<file path="config.mk">
export PLATFORM = sky130hd
export DESIGN_NAME = jt1942_objscan
export DESIGN_NICKNAME = d
export VERILOG_FILES = /design/src/rtl/jt1942_objscan.sv
export SDC_FILE = /design/constraint.sdc
export NUM_CORES = 2
export LEC_CHECK = 0
export ABC_AREA = 0
export CAP_MARGIN = 20
export CORE_ASPECT_RATIO = 1.75
export CORE_MARGIN = 3
export CORE_UTILIZATION = 38
export CTS_CLUSTER_SIZE = 8
export DETAILED_ROUTE_END_ITERATION = 10
export SKIP_LAST_GASP = 1
export SLEW_MARGIN = 20
export SYNTH_ARGS = -nofsm -noshare
export SYNTH_HDL_FRONTEND = slang
export SYNTH_SLANG_ARGS = --single-unit
</file>
<file path="constraint.sdc">
create_clock -name clk -period 10.4 [get_ports clk]
set_input_delay 2.08 -clock clk [delete_from_list [all_inputs] [get_ports clk]]
set_output_delay 2.08 -clock clk [all_outputs]
set_load 0.1 [all_outputs]
</file>
<file path="src/rtl/jt1942_objscan.sv">
// rtl/jt1942_objscan.sv - object line-scan into a double-buffered per-line object list
// Optional JT1942_OBJSCAN_LIMIT_EN: caps accepted objects per line at MAXOBJ and raises ovf.
module jt1942_objscan #(
    parameter int MAXOBJ = 16
) (
    input  logic        clk,
    input  logic        rst,
    input  logic        cen6,
    input  logic [7:0]  V,
    input  logic        HINIT,
    input  logic [3:0]  pxlcnt,
    input  logic [4:0]  objcnt,
    input  logic        line,
    input  logic        SEATM_b,
    output logic [6:0]  ram_addr,
    input  logic [7:0]  ram_dout,
    input  logic [4:0]  rd_obj,
    output logic [31:0] rd_data,
    output logic [5:0]  obj_num,
    output logic        ovf
);
    typedef enum logic [2:0] {IDLE, FY, FA, CHK, CPY} state_t;
    state_t state, state_nxt;

    logic [4:0]  obj_r;
    logic [7:0]  y_r, attr_r, code_r, vrel_r;
    logic [5:0]  count;
    logic [31:0] mem [0:63];

    logic [7:0] vrel;
    logic [7:0] height;
    logic       start, match, full, limit_hit, accept;

    assign vrel   = V - y_r;
    assign start  = (state == IDLE) && (pxlcnt == 4'd0) && !SEATM_b;
    assign match  = vrel < height;
    assign full   = count == 6'd32;
    assign accept = (state == CPY) && !full && !limit_hit;

    always_comb begin
        case (attr_r[7:6])
            2'b01:   height = 8'd32;
            2'b10:   height = 8'd64;
            default: height = 8'd16;
        endcase
    end

    always_comb begin
        state_nxt = state;
        case (state)
            IDLE:    if (start) state_nxt = FY;
            FY:      state_nxt = FA;
            FA:      state_nxt = CHK;
            CHK:     state_nxt = match ? CPY : IDLE;
            CPY:     state_nxt = IDLE;
            default: state_nxt = IDLE;
        endcase
        if (HINIT) state_nxt = IDLE;
    end

    always_ff @(posedge clk) begin
        if (rst) state <= IDLE;
        else if (cen6) state <= state_nxt;
    end

    always_ff @(posedge clk) begin
        if (rst) begin
            ram_addr <= '0;
            obj_r    <= '0;
            y_r      <= '0;
            attr_r   <= '0;
            code_r   <= '0;
            vrel_r   <= '0;
            count    <= '0;
            obj_num  <= '0;
        end else if (cen6) begin
            if (HINIT) begin
                obj_num <= count;
                count   <= '0;
            end else begin
                case (state)
                    IDLE: if (start) begin
                        obj_r    <= objcnt;
                        ram_addr <= {objcnt, 2'd2};
                    end
                    FY: begin
                        y_r      <= ram_dout;
                        ram_addr <= {obj_r, 2'd1};
                    end
                    FA: begin
                        attr_r   <= ram_dout;
                        ram_addr <= {obj_r, 2'd0};
                    end
                    CHK: begin
                        code_r   <= ram_dout;
                        vrel_r   <= vrel;
                        ram_addr <= {obj_r, 2'd3};
                    end
                    default: ;
                endcase
                if (accept) count <= count + 6'd1;
            end
        end
    end

    // ram_dout carries X during CPY, so it goes straight into the entry
    always_ff @(posedge clk) begin
        if (cen6 && !rst && !HINIT && accept)
            mem[{line, count[4:0]}] <= {code_r, attr_r, vrel_r, ram_dout};
    end

    always_ff @(posedge clk) begin
        if (rst) rd_data <= '0;
        else rd_data <= mem[{~line, rd_obj}];
    end

`ifdef JT1942_OBJSCAN_LIMIT_EN
    localparam logic [5:0] MAX_CNT = 6'(MAXOBJ);

    assign limit_hit = count >= MAX_CNT;

    always_ff @(posedge clk) begin
        if (rst) ovf <= 1'b0;
        else if (cen6) begin
            if (HINIT) ovf <= 1'b0;
            else if (state == CPY && limit_hit) ovf <= 1'b1;
        end
    end
`else
    logic unused_maxobj;
    assign unused_maxobj = MAXOBJ != 0;
    assign limit_hit     = 1'b0;
    assign ovf           = 1'b0;
`endif
endmodule

</file>
## Word level (Yosys, flattened, before mapping)

Memories as Yosys holds them, arrays and structs flattened. A register that Yosys moved wholly into a read port is not among the register bits.
Index checks and enable logic that the tools add are counted.

| storage, ports and cells | value |
|---|---|
| flip-flop bits (word level) | 59 |
| RAM bits | 2048 |
| input port bits | 36 |
| output and inout port bits | 46 |
| memories | 1 |

Memories:

| name | depth | bits a word | rd ports | clocked after Yosys merged registers in | wr ports | RTL line | source |
|---|---|---|---|---|---|---|---|
| mem | 64 | 32 | 1 | 1 | 1 | 28 | `logic [31:0] mem [0:63];` |

| operators by class | value |
|---|---|
| add/sub/neg operators | 2 |
| order comparisons | 1 |
| eq/ne operators | 9 |
| multiplexer cells | 11 |
| bitwise gates (word level) | 2 |
| reductions and logical operators | 22 |

Operators by type and width:

| kind | count |
|---|---|
| $pmux W7 S4 | 1 |
| $pmux W7 S2 | 1 |
| $mux W6 | 2 |
| $pmux W3 S4 | 1 |
| $mux W3 | 3 |
| $reduce_and A3 Y1 | 3 |
| $lt A8 B8 Y1 | 1 |
| $reduce_and A4 Y1 | 2 |
| $sub A8 B8 Y8 | 1 |
| $mux W7 | 1 |
| $add A6 B1 Y6 const B | 1 |
| $eq A3 B2 Y1 const B | 2 |
| $eq A6 B6 Y1 const B | 1 |
| $logic_and A1 B1 Y1 | 6 |
| $reduce_and A2 Y1 | 3 |
| $logic_not A1 Y1 | 4 |
| $logic_not A4 Y1 | 1 |
| $reduce_bool A4 Y1 | 1 |
| $eq A3 B1 Y1 const B | 1 |
| $eq A3 B3 Y1 const B | 1 |
| $logic_not A3 Y1 | 1 |
| $ne A3 B3 Y1 const B | 1 |
| $eq A2 B1 Y1 const B | 1 |
| $eq A2 B2 Y1 const B | 1 |
| 4 further kinds | 6 |

## Longest topological paths before layout

| logic depth | value |
|---|---|
| depth in word-level cells | 6 |
| gate-level depth with buffers | 14 |

## Worst setup path before layout

OpenSTA, ideal clock, no wires.

| timing path | value |
|---|---|
| path kind | input -> register |
| from | in cen6 |
| to | mem mem[56][0], enable pin |
| library setup time | 0.461 ns |
| arrival time | 5.217 ns |
| data required time | 9.939 ns |
| setup slack | 4.722 ns |
| stages | 6 |
| path buffers | 1 |
| cell sequence | buf_2 > inv_1 > nor2_1 > nand3_1 > or3_1 > nor3_1 |

| between the ends | value |
|---|---|
| word-level cells in the longest chain between the ends | 5 |

RTL lines:

| what | RTL line | source |
|---|---|---|
| start, declared | 8 | `input logic cen6,` |
| $logic_and A1 B1 Y1 (3 in a row) | 108 | `if (cen6 && !rst && !HINIT && accept)` |
| $mux W1 | 108 |  |
| $mux W1 (implied by the code) | 109 | `mem[{line, count[4:0]}] <= {code_r, attr_r, vrel_r, ram_dout};` |
| end, declared | 28 |  |

Every way passes these cells.

==> run summary <==
routed wire length: 213,000 um
Worst-Margin Slew: 1080 ps
PwrDens: 199 nW/um^2
global-route wire length before repair: 306,000 um
status: finished, final reports clean
Seq pwr share: 49.4%
VDD IR-drop max: 0.115 mV
Clk pin slew, worst setup/hold paths: 50 ps
post-synthesis async set-or-reset flop share: 0%
Seq cells post-synth: 2,139
worst hold path class: flip-flop to flip-flop
post-synth top area share: 75.2%
delay of the slowest critical-path stage: 690 ps
post-CTS setup buffer count: 0
antenna-violating nets left: 0
Tmin final: 5170 ps
leakage power: 33.1 nW
Root Buffer: clkbuf_16
Post-CTS Hold Buffers: 0
power share of the combinational group: 3.0%
crit share post-route: 49.7%
Pint: 15.1 mW
drt drc: 0
Post-synth EDFFs: 2,048
Vias/cell: 5.61
post-DP HPWL: 121,000 um
clock skew: 72.0 ps
antenna violations before repair: 5
Core Footprint: 214,000 um^2
Wirelength per Cell: 30.7 um
syn_nets: 3,709
Startpoint Class: input pin
CTS H-tree depth: 5
CTS buffer count: 309
clock power share: 47.5%
sequential fraction of the synthesis area: 77.4%
Clock Path Buffers: 4
Die H: 620 um
die footprint: 221,000 um^2
post-synth cell types: 59
FMAX: 0.193 GHz
Top FF cell, synth: edfxtp_1
Initial DRC Count: 4,018
PortBufs: 80
layout cells sized above 1: 27.8%
Crit-path slowest cell: buf_4
final-report max-slew violation count: 0
GRT Overall Usage: 19.3%
via count: 39,000
RSZ-0062 raised after global routing: no
Design Power: 18.9 mW
Buf/Inv on CP: 3
NetSw: 3.85 mW
vias in the first global route: 41,600
Fillers: 18,000
TritonCTS clock tree: done
Top Ports: 82
Worst-Skew Late Latency: 840 ps
final setup vio count: 0
design area: 95,200 um^2
routability congestion estimate: 0.762
Sw Share: 20.3%
crit-path max FO: 59
Setup TNS Final: 0 ps
CP cell instances: buf_8, buf_4, buf_4, mux4_2, nor2b_1, a211oi_1, a21oi_1, a32oi_1, nor2_1
row count: 224
post-CTS sizing: 0
Pre-Repair DR Iteration Count: 5
CP Class: input pin to flip-flop
Synth area leaders: edfxtp_1, mux4_2, dfxtp_1, mux2i_1, nor2_1
# clock sinks: 2,139
most common cell type on the critical path: buf_4
Synth area leader: edfxtp_1
die width: 357 um
final net count: 4,022
Post-Syn Instances: 3,659
Mapped Area: 81,800 um^2
largest net degree at the start of global routing: 113
starting density of the core: 38.3%
total grt overflow: 0
Worst Setup End Kind: flip-flop
synth warn: 0
placed inst area: 86,600 um^2
Syn Area/Cell: 22.4 um^2
top cell family by delay on the critical path: buffers and inverters
CP required: 11,080 ps
synthesis-to-layout area growth: 16.4%
final-report hold violation count: 0
Arrival @ worst endpoint: 5850 ps
max-cap viol count: 0
max_slew headroom: 27.6%
layout by cell type, fill, tap and decap left out, types with 9 or more instances in the layout:
| cell type | synthesis | routed |
|---|---|---|
| nor2b_1 | 42 | 41 |
| mux2i_1 | 107 | 107 |
| clkdlybuf4s50_1 | 0 | 63 |
| buf_4 | 46 | 120 |
| nand2b_1 | 9 | 9 |
| buf_2 | 66 | 9 |
| dfxtp_2 | 0 | 16 |
| inv_1 | 23 | 23 |
| a22oi_1 | 24 | 24 |
| nor3_1 | 15 | 13 |
| o22ai_1 | 18 | 18 |
| clkbuf_16 | 0 | 316 |
| o21ai_0 | 16 | 16 |
| edfxtp_1 | 2048 | 2048 |
| a21oi_1 | 94 | 94 |
| dfxtp_1 | 91 | 67 |
| ha_1 | 13 | 13 |
| nor2_1 | 126 | 63 |
| mux4_2 | 569 | 569 |
| a211oi_1 | 35 | 35 |
| nand2_1 | 89 | 89 |
| clkbuf_1 | 60 | 134 |
| nor2_4 | 0 | 63 |
| nand3_1 | 36 | 36 |
logic make-up (layout without fill, tap and decap cells):
logic type	after synthesis	in the layout	synth area share, %
flops	2139	2139	77.4
other cells	1	4	0.00458
buf+inv	225	690	1.42
xor+xnor	8	8	0.0856
fa+ha+maj	14	14	0.223
simple gates	348	348	1.95
mux	683	683	17.1
compound gates	241	241	1.88
Yosys cell counts (all sizes together) (15+ instances only):
master	n
buf	142
dfxtp	91
inv	23
mux4	569
a22oi	24
nor3	15
edfxtp	2048
o21ai	20
o22ai	18
nor2b	42
nand3	36
clkbuf	60
a21oi	94
nand2	89
mux2i	107
a211oi	35
nor2	126
final timing paths:
check | startpoint | end | slack, ps | cells after the start
min | attr_r[2] | attr_r[2] | 450 | 2
min reg2reg | attr_r[2] | attr_r[2] | 450 | 2
max reg2reg | count[0] | mem[27][1] | 6610 | 9
max | rd_obj[0] | rd_data[26] | 5230 | 9
tightest hold or removal path, cell delays in order, from the launching register on:
cell and delay, ps:
dfxtp_2 310, nand2_1 50, a21oi_1 50
layout make-up:
type	count	area [um^2]	area share (%)
Timing Repair Buffer	204	1790	1.88
Multi-Input combinational cell	1295	17800	18.7
Clock buffer	450	8410	8.83
Tap cell	2825	3530	3.71
Sequential cell	2139	63400	66.6
Inverter	23	86.3	0.0907
Clock inverter	13	173	0.181
Antenna cell	3	7.51	0.00788
power by group through the flow:
stage | Combinational, mW | Sequential (mW) | Clock [mW]
2_1_floorplan | 0.325 | 9.57 | 0
3_3_place_gp | 0.582 | 9.53 | 0
3_5_place_dp | 0.586 | 9.53 | 0
4_1_cts | 0.587 | 9.36 | 9.17
5_1_grt | 0.607 | 9.35 | 9.52
6_report | 0.574 | 9.36 | 9.00
through the flow:
stage | cells | util, % | worst slack (ps) | hold WS (ps)
finish | 6952 | 44.6 | 5230 | 451
floorplan | 3659 | - | 4720 | 436
global route | 6950 | 44.6 | 4900 | 472
CTS | 6949 | 44.6 | 5100 | 453
global placement | 6484 | 40.5 | 4230 | 443
detailed placement | 6486 | 40.6 | 4210 | 446
per-layer routing:
layer | up-vias | GRT usage, % | routed length (um)
li1 | 16000 | - | -
met1 | 21200 | 23.6 | 79200
met2 | 1412 | 35.0 | 115000
met4 | 0 | 6.97 | 7590
met3 | 379 | 2.68 | 11400
met5 | - | 0 | 0
sequential cells by signal, indices dropped and copies added (netlist names):
register	flops
attr_r	8
code_r	8
count	6
mem	2048
obj_num	6
obj_r	5
ram_addr	7
rd_data	32
state	3
vrel_r	8
y_r	8
Note: power is estimated with default switching activity, not from simulation.
